**src/rtl/gpu_pkg.sv**
```systemverilog
// Shared GPU-path definitions: panel geometry, pixel format and the
// span_fill controller state encoding.
package gpu_pkg;

  localparam int GPU_DATA_W  = 8;    // coordinate width
  localparam int GPU_COLOR_W = 16;   // RGB565
  localparam int PANEL_X_MAX = 239;  // 240x240 LH154Q01, last column
  localparam int PANEL_Y_MAX = 239;  // last row

  typedef enum logic [2:0] {
    ST_IDLE      = 3'd0,
    ST_WAIT_SPAN = 3'd1,
    ST_FILL      = 3'd2,
    ST_REQ       = 3'd3,
    ST_FINISH    = 3'd4
  } fill_state_t;

endpackage

```
**src/rtl/span_clip.sv**
```systemverilog
// Combinational span conditioning: orders the two endpoints, clamps the
// right edge to the panel and flags spans that are entirely off-panel.
// Wrapped (underflowed) coordinates are treated as plain large values.
module span_clip
  import gpu_pkg::*;
#(
  parameter int DATA_WIDTH = GPU_DATA_W,
  parameter int X_MAX      = PANEL_X_MAX,
  parameter int Y_MAX      = PANEL_Y_MAX
) (
  input  logic [DATA_WIDTH-1:0] i_x0,
  input  logic [DATA_WIDTH-1:0] i_x1,
  input  logic [DATA_WIDTH-1:0] i_y,
  output logic [DATA_WIDTH-1:0] o_xl,
  output logic [DATA_WIDTH-1:0] o_xr,
  output logic                  o_skip
);

  localparam logic [DATA_WIDTH-1:0] LP_X_MAX = DATA_WIDTH'(X_MAX);
  localparam logic [DATA_WIDTH-1:0] LP_Y_MAX = DATA_WIDTH'(Y_MAX);

  logic [DATA_WIDTH-1:0] w_lo;
  logic [DATA_WIDTH-1:0] w_hi;

  // Order endpoints, clamp the right edge, decide whether anything is visible.
  always_comb begin
    if (i_x0 <= i_x1) begin
      w_lo = i_x0;
      w_hi = i_x1;
    end else begin
      w_lo = i_x1;
      w_hi = i_x0;
    end
    o_xl   = w_lo;
    o_xr   = (w_hi > LP_X_MAX) ? LP_X_MAX : w_hi;
    o_skip = (i_y > LP_Y_MAX) || (w_lo > LP_X_MAX);
  end

endmodule

```
**src/rtl/span_fill.sv**
```systemverilog
// Span-to-pixel streamer behind the filled-circle span generator.
// Captures each span, clips it to the panel, emits one pixel per accepted
// beat and paces the generator with find_next until it reports completion.
module span_fill
  import gpu_pkg::*;
#(
  parameter int DATA_WIDTH  = GPU_DATA_W,
  parameter int COLOR_WIDTH = GPU_COLOR_W,
  parameter int X_MAX       = PANEL_X_MAX,
  parameter int Y_MAX       = PANEL_Y_MAX
) (
  input  logic                   i_clk,
  input  logic                   i_reset,
  input  logic                   i_start,
  input  logic [COLOR_WIDTH-1:0] i_color,
  input  logic                   i_span_valid,
  input  logic [DATA_WIDTH-1:0]  i_span_x0,
  input  logic [DATA_WIDTH-1:0]  i_span_x1,
  input  logic [DATA_WIDTH-1:0]  i_span_y,
  input  logic                   i_span_done,
  output logic                   o_find_next,
  output logic                   o_pix_valid,
  input  logic                   i_pix_ready,
  output logic [DATA_WIDTH-1:0]  o_pix_x,
  output logic [DATA_WIDTH-1:0]  o_pix_y,
  output logic [COLOR_WIDTH-1:0] o_pix_color,
  output logic                   o_busy,
  output logic                   o_done
);

  fill_state_t            r_state;
  logic                   r_done_seen;
  logic [DATA_WIDTH-1:0]  r_xr;
  logic                   r_find_next;
  logic                   r_pix_valid;
  logic [DATA_WIDTH-1:0]  r_pix_x;
  logic [DATA_WIDTH-1:0]  r_pix_y;
  logic [COLOR_WIDTH-1:0] r_pix_color;
  logic                   r_busy;
  logic                   r_done;

  fill_state_t            w_state_next;
  logic                   w_done_seen_next;
  logic [DATA_WIDTH-1:0]  w_xr_next;
  logic                   w_find_next_next;
  logic                   w_pix_valid_next;
  logic [DATA_WIDTH-1:0]  w_pix_x_next;
  logic [DATA_WIDTH-1:0]  w_pix_y_next;
  logic [COLOR_WIDTH-1:0] w_pix_color_next;
  logic                   w_busy_next;
  logic                   w_done_next;

  logic [DATA_WIDTH-1:0]  w_clip_xl;
  logic [DATA_WIDTH-1:0]  w_clip_xr;
  logic                   w_clip_skip;
  logic                   w_done_any;

  span_clip #(
    .DATA_WIDTH (DATA_WIDTH),
    .X_MAX      (X_MAX),
    .Y_MAX      (Y_MAX)
  ) u_span_clip (
    .i_x0   (i_span_x0),
    .i_x1   (i_span_x1),
    .i_y    (i_span_y),
    .o_xl   (w_clip_xl),
    .o_xr   (w_clip_xr),
    .o_skip (w_clip_skip)
  );

  // Completion may be reported early (while the last span still fills) or
  // in the very cycle it is needed; either source ends the run.
  assign w_done_any = r_done_seen | i_span_done;

  // Next-state and registered-output decode.
  always_comb begin
    w_state_next     = r_state;
    w_done_seen_next = r_done_seen;
    w_xr_next        = r_xr;
    w_find_next_next = 1'b0;
    w_pix_valid_next = r_pix_valid;
    w_pix_x_next     = r_pix_x;
    w_pix_y_next     = r_pix_y;
    w_pix_color_next = r_pix_color;
    w_busy_next      = r_busy;
    w_done_next      = 1'b0;

    case (r_state)
      ST_IDLE: begin
        // First span arrives unprompted, so no find_next here.
        if (i_start) begin
          w_pix_color_next = i_color;
          w_done_seen_next = 1'b0;
          w_busy_next      = 1'b1;
          w_state_next     = ST_WAIT_SPAN;
        end
      end

      ST_WAIT_SPAN: begin
        if (i_span_done) begin
          w_done_seen_next = 1'b1;
        end
        if (i_span_valid) begin
          w_xr_next = w_clip_xr;
          if (w_clip_skip) begin
            // Off-panel span: ask for the next one; pix_y is left alone so
            // the coordinate outputs never show an off-panel row.
            w_find_next_next = 1'b1;
            w_state_next     = ST_REQ;
          end else begin
            w_pix_x_next     = w_clip_xl;
            w_pix_y_next     = i_span_y;
            w_pix_valid_next = 1'b1;
            w_state_next     = ST_FILL;
          end
        end else if (w_done_any) begin
          w_done_next  = 1'b1;
          w_state_next = ST_FINISH;
        end
      end

      ST_FILL: begin
        if (i_span_done) begin
          w_done_seen_next = 1'b1;
        end
        if (i_pix_ready) begin
          if (r_pix_x == r_xr) begin
            w_pix_valid_next = 1'b0;
            if (w_done_any) begin
              w_done_next  = 1'b1;
              w_state_next = ST_FINISH;
            end else begin
              w_find_next_next = 1'b1;
              w_state_next     = ST_REQ;
            end
          end else begin
            w_pix_x_next = r_pix_x + DATA_WIDTH'(1);
          end
        end
      end

      ST_REQ: begin
        // find_next is high for this single cycle.
        if (i_span_done) begin
          w_done_seen_next = 1'b1;
        end
        w_state_next = ST_WAIT_SPAN;
      end

      ST_FINISH: begin
        // done is high for this single cycle; busy drops with it.
        w_busy_next  = 1'b0;
        w_state_next = ST_IDLE;
      end

      default: begin
        w_state_next     = ST_IDLE;
        w_pix_valid_next = 1'b0;
        w_busy_next      = 1'b0;
      end
    endcase
  end

  // State and output registers with synchronous reset.
  always_ff @(posedge i_clk) begin
    if (i_reset) begin
      r_state     <= ST_IDLE;
      r_done_seen <= 1'b0;
      r_xr        <= '0;
      r_find_next <= 1'b0;
      r_pix_valid <= 1'b0;
      r_pix_x     <= '0;
      r_pix_y     <= '0;
      r_pix_color <= '0;
      r_busy      <= 1'b0;
      r_done      <= 1'b0;
    end else begin
      r_state     <= w_state_next;
      r_done_seen <= w_done_seen_next;
      r_xr        <= w_xr_next;
      r_find_next <= w_find_next_next;
      r_pix_valid <= w_pix_valid_next;
      r_pix_x     <= w_pix_x_next;
      r_pix_y     <= w_pix_y_next;
      r_pix_color <= w_pix_color_next;
      r_busy      <= w_busy_next;
      r_done      <= w_done_next;
    end
  end

  assign o_find_next = r_find_next;
  assign o_pix_valid = r_pix_valid;
  assign o_pix_x     = r_pix_x;
  assign o_pix_y     = r_pix_y;
  assign o_pix_color = r_pix_color;
  assign o_busy      = r_busy;
  assign o_done      = r_done;

endmodule

```
**config.mk**
```make
export PLATFORM = sky130hd
export DESIGN_NAME = span_fill
export DESIGN_NICKNAME = d
export VERILOG_FILES = /design/src/rtl/gpu_pkg.sv /design/src/rtl/span_clip.sv /design/src/rtl/span_fill.sv
export SDC_FILE = /design/constraint.sdc
export NUM_CORES = 1
export LEC_CHECK = 0
export ABC_CLOCK_PERIOD_IN_PS = 5500
export CAP_MARGIN = 20
export CORE_ASPECT_RATIO = 0.7
export CORE_UTILIZATION = 51
export CTS_BUF_LIST = sky130_fd_sc_hd__clkbuf_16
export CTS_CLUSTER_DIAMETER = 120
export CTS_CLUSTER_SIZE = 10
export DETAILED_ROUTE_END_ITERATION = 10
export GPL_TIMING_DRIVEN = 1
export PLACE_DENSITY_LB_ADDON = 0.05
export SLEW_MARGIN = 5
export SYNTH_ARGS = -nofsm -noshare
export SYNTH_HDL_FRONTEND = slang
export SYNTH_HIERARCHICAL = 1
export SYNTH_SLANG_ARGS = --single-unit
```
**constraint.sdc**
```tcl
create_clock -name i_clk -period 5.5 [get_ports i_clk]
set_input_delay 1.1 -clock i_clk [delete_from_list [all_inputs] [get_ports i_clk]]
set_output_delay 1.1 -clock i_clk [all_outputs]
set_load 0.02 [all_outputs]
```
======== Word level (Yosys, flattened, before mapping) ========
Index checks and enable logic that the tools add are counted.
storage, ports and cells
  flip-flop bits (word level) ............. 48
  latch bits .............................. 0
  memory bits (writable) .................. 0
  bits in read-only memories .............. 0
  output and inout bits ................... 36
  memories ................................ 0
cells by class
  add/sub/neg operators ................... 1
  multipliers ............................. 0
  div/mod/pow operators ................... 0
  order comparisons ....................... 4
  equality and inequality tests ........... 13
  shifts and indexed selects .............. 0
  muxes and demuxes ....................... 37
  bitwise logic cells ..................... 4
  reductions and logical operators ........ 14
operators by type and width
  cell                   count
  $mux W8                7
  $gt A8 B8 Y1 const B   3
  $mux W3                6
  $mux W1                17
  $pmux W8 S2            1
  $ne A2 B2 Y1 const B   6
  $pmux W3 S4            1
  $reduce_and A5 Y1      2
  $add A8 B1 Y8 const B  1
  $eq A8 B8 Y1           1
  $le A8 B8 Y1           1
  $pmux W1 S2            4
  $eq A3 B2 Y1 const B   2
  $reduce_and A2 Y1      3
  $reduce_and A3 Y1      2
  $reduce_or A3 Y1       2
  $reduce_and A4 Y1      1
  $reduce_bool A2 Y1     2
  $eq A3 B1 Y1 const B   1
  $eq A3 B3 Y1 const B   1
  $logic_not A3 Y1       1
  $ne A3 B3 Y1 const B   1
  $not A1 Y1             3
  $pmux W1 S3            1
  other kinds (3)        3

======== Depth between registers and ports, before layout ========
  depth after elaboration ................. 7
  depth in mapped cells ................... 13

======== Cells and area by module ========
The synthesis kept the hierarchy.
modules (own cells, without submodules)
  module     instances  cells each  area an instance (um2)  seq. area each (um2)
  span_fill  1          263         2,195.9                 960.9
  span_clip  1          63          530.5                   0.0

======== Worst setup path before layout ========
Ideal clock, no wire load.
  kind .................................... input -> register
  from .................................... in i_span_x1[1]
  to ...................................... reg r_pix_x[0], in the netlist o_pix_x[0]
  library setup time ...................... 71 ps
  data arrival time ....................... 3,405 ps
  data required time ...................... 5,429 ps
  slack ................................... 2,024 ps
  stages on the path ...................... 12
  buffers on the path ..................... 0
  cell sequence ........................... inv_1 > ha_1 > nor2b_4 > o211ai_2 > a21oi_2 > o21ai_4 > mux2_2 > nand4bb_1 > a21oi_1 > o31ai_4 > or3_1 > a21oi_1
on the way
  word-level cells in the longest chain between the ends .. 6
ends and longest elaborated chain
  what                                  RTL line          text
  from (decl)                           span_fill.sv:18   input logic [DATA_WIDTH-1:0] i_span_x1,
  $le A8 B8 Y1                          span_clip.sv:27   if (i_x0 <= i_x1) begin
  $mux W8 *                             span_clip.sv:27
  $gt A8 B8 Y1 *                        span_clip.sv:36   o_skip = (i_y > LP_Y_MAX) || (w_lo > LP_X_MAX);
  $logic_or A1 B1 Y1 *                  span_clip.sv:36
  named net w_clip_skip                 span_fill.sv:55   logic w_clip_skip;
  $ne A2 B2 Y1 (no source line) *       -
  $reduce_and A5 Y1 (no source line) *  -
  to (signal assigned)                  span_fill.sv:183  r_pix_x <= w_pix_x_next;
  to (decl)                             span_fill.sv:36   logic [DATA_WIDTH-1:0] r_pix_x;
The timed path passes the listed nets; every way through them passes the cells marked *. The select of a mux whose other input is x is not followed.
A chain may end at the register's enable or synchronous reset.

======== Final worst setup path ========
  from .................................... in i_span_x1[7]
  to ...................................... reg r_pix_x[0], in the netlist o_pix_x[0]
Same word-level chain as after synthesis.

==> run metrics <==
outcome completed; vias in the first global route 2387; RSZ-0062 raised after global routing no; Final ANT Viol Nets 0; highest routed layer met4; maxcap violations 0; largest family of logic cells by synthesized area simple AND/OR/NAND/NOR gates; Logic pwr share 31.8%; post-synthesis xor/xnor area fraction 2.57%; Hold Slack 454 ps; Mean Syn Cell Area 8.36 um^2; Avg WL per Cell 14.2 um; initial antenna violation count 0; simple-gate share of the synthesized area 25.2%; Final GP Congestion 0.886; internal power 704 uW; crit path capture type register; fraction of layout cells with a size suffix above 1 10.5%; leak pwr 0.00138 uW; Seq/Total Area, Yosys 35.2%; Hold Fails Final Rpt 0; Max transition margin 37.3%; area delta synth->final 34.6%; setup bufs post-CTS 0; power per cell area 283 mW/mm^2; Reg power frac 39.6%; Pins Over Slew Limit 0; #FFs+latches synth 48; DRT Pass-1 Iters 4; FMAX 0.253 GHz; Worst setup SP type input pin; critical path peak fanout 13; syn nets 381; met2 WL 2760 um; Remaining DRCs 0; TritonCTS Buffers 5; H-tree depth 2; fin nets 454; # resized after CTS 0; CP arrival 4170 ps; Final Cycle Share 71.9%; placed cells 460; Overflow after GRT 0; clock sink count 48; Slew @ Worst Pin 941 ps; Vias 2588; Die H 63.2 um; # port buffers 81; Required @ worst endpoint 5720 ps; drt total wl 6680 um; Die ar. 0.00565 mm^2; switching power 335 uW; Yosys warnings 6; ranking of synthesized cells by area dfxtp_1, nand2_1, a21oi_1; final std cells w/o fill 469; DR iter-0 viols 125; Core Area 0.00497 mm^2; # rows 21; post-synth top area cell dfxtp_1; hold buffer count at cts 0; fin util 73.9%; Worst-path clk slew 70 ps; TNS Setup 0 ps; global-route wire length before repair 11300 um; Mapped Cells 326; Sw Share 32.3%; CTS tree built; met3 WL 581 um; synth unique cells 55; clk_skew 8.58 ps; largest net degree at the start of global routing 53; critical path type in -> reg; Vias/cell 5.52; Ports 82; Chip Width 89.4 um; clock share of power 28.6%; initial core utilization 54.9%; Skew-Pair Late Insertion Delay 290 ps; Worst VDD drop 0.140 mV; Setup Viol. Count Final 0; DRT met1 WL 3270 um; min cycle time layout 3950 ps; Diodes inserted 0; Hold WC Path Type reg -> reg; Post-DP HPWL 4870 um; Tot GR Track Use 25.8%; Synth Area in Compound Gates 18.5%; clock buffer depth 2; clock root buffer clkbuf_16; share of the synthesized area in the top cell type 35.2%; Mapped Area 0.00273 mm^2; Synth Area in Adders 4.13%; mux cell area share after synthesis 8.99%
[final timing paths]
check / from / to / slack [ps] / cells past startpoint
worst max-delay path: i_span_x1[7] / o_pix_x[0] / 1550 / 12
worst min-delay path: o_pix_color[4] / o_pix_color[4] / 450 / 2
worst max register to register: o_pix_x[2] / o_pix_x[4] / 3550 / 5
worst min register to register: o_pix_color[4] / o_pix_color[4] / 450 / 2
[through the flow]
stage / setup slack [ps] / instance area [um^2] / total power, uW
2_1_floorplan: 2020 / 2730 / 631
3_3_place_gp: 1340 / 3520 / 739
3_5_place_dp: 1280 / 3520 / 745
4_1_cts: 1580 / 3660 / 1040
5_1_grt: 1360 / 3670 / 1100
6_report: 1550 / 3670 / 1040
[power groups by stage]
stage	clock, uW	combinational, uW	sequential (uW)
finish	297	330	412
global route	323	359	417
CTS	303	329	412
detailed placement	0	326	419
global placement	0	321	418
floorplan	0	190	441
[final cells by class]
| type | count | area [um^2] |
|---|---|---|
| Multi-Input combinational cell | 251 | 1620 |
| Fill cell | 389 | 1300 |
| Sequential cell | 48 | 961 |
| Timing Repair Buffer | 83 | 821 |
| Clock buffer | 5 | 125 |
| Tap cell | 69 | 86.3 |
| Inverter | 10 | 37.5 |
| Clock inverter | 3 | 18.8 |
[metal layers]
| metal | global-route usage, % | vias to the layer above |
|---|---|---|
| met5 | 0 | - |
| met4 | 6.55 | 0 |
| met3 | 5.50 | 6 |
| met2 | 36.4 | 95 |
| met1 | 39.3 | 1206 |
| li1 | - | 1281 |
[registers in the layout (all words and copies together), names as in the netlist]
| name | count |
|---|---|
| r_xr | 8 |
| o_pix_x | 8 |
| o_pix_y | 8 |
| r_state | 3 |
| o_pix_valid | 1 |
| o_busy | 1 |
| o_pix_color | 16 |
| o_done | 1 |
| r_done_seen | 1 |
| o_find_next | 1 |
[critical path, stage by stage]
cell and delay, ps:
clkdlybuf4s50_1 530, inv_1 80, ha_1 320, nand4_1 130, or2_1 290, o21ai_4 70, mux2_2 480, nand4bb_1 230
a21oi_1 240, o31ai_4 200, or3_1 380, a21oi_1 120
[cells in the mapped netlist, drive strengths merged]
cell and n:
nand2 71, dfxtp 48, a21oi 46, nor2 20, o21ai 16, mux2 13
inv 10, buf 9, ha 9, clkbuf 8, mux2i 8, xnor2 8
nand4 7, nand2b 6, nand3 5, o31ai 4, o32ai 4, a2111oi 3
nand3b 3, nor2b 3, nor4 3, or2 3, or3 3, and2 2
nor3 2, nor3b 2, o211ai 2, o31a 2, a211oi 1, and3 1
and4 1, nand4bb 1, or2b 1, or3b 1
[cells by family (layout without fill, tap and decap cells)]
| group | Yosys count | count (layout) |
|---|---|---|
| AOI/OAI and AO/OA | 78 | 78 |
| xor gates and xnor gates | 8 | 8 |
| adders and majority gates | 9 | 9 |
| buffers and inverters | 27 | 101 |
| DFF | 48 | 48 |
| muxes | 21 | 21 |
| and+or+nand+nor | 135 | 135 |
[placed cells by master (no fill, tap or decap), types with 2 or more instances in the layout]
master / instances
nor4_1: 3
o31ai_1: 2
a21oi_1: 45
ha_1: 9
clkbuf_16: 5
nand3b_1: 3
clkdlybuf4s50_1: 80
dfxtp_1: 48
a2111oi_2: 2
nor3_2: 2
clkinv_2: 2
mux2i_1: 8
nand4_1: 6
nor2_1: 18
o31a_1: 2
or3_1: 3
buf_4: 2
o21ai_0: 11
mux2_4: 5
nor2b_1: 2
nand2b_1: 6
nand2_1: 70
mux2_2: 8
xnor2_1: 8
nand3_1: 5
o21ai_1: 3
o32ai_1: 3
and2_1: 2
inv_1: 10
Note: power is estimated with default switching activity, not from simulation.
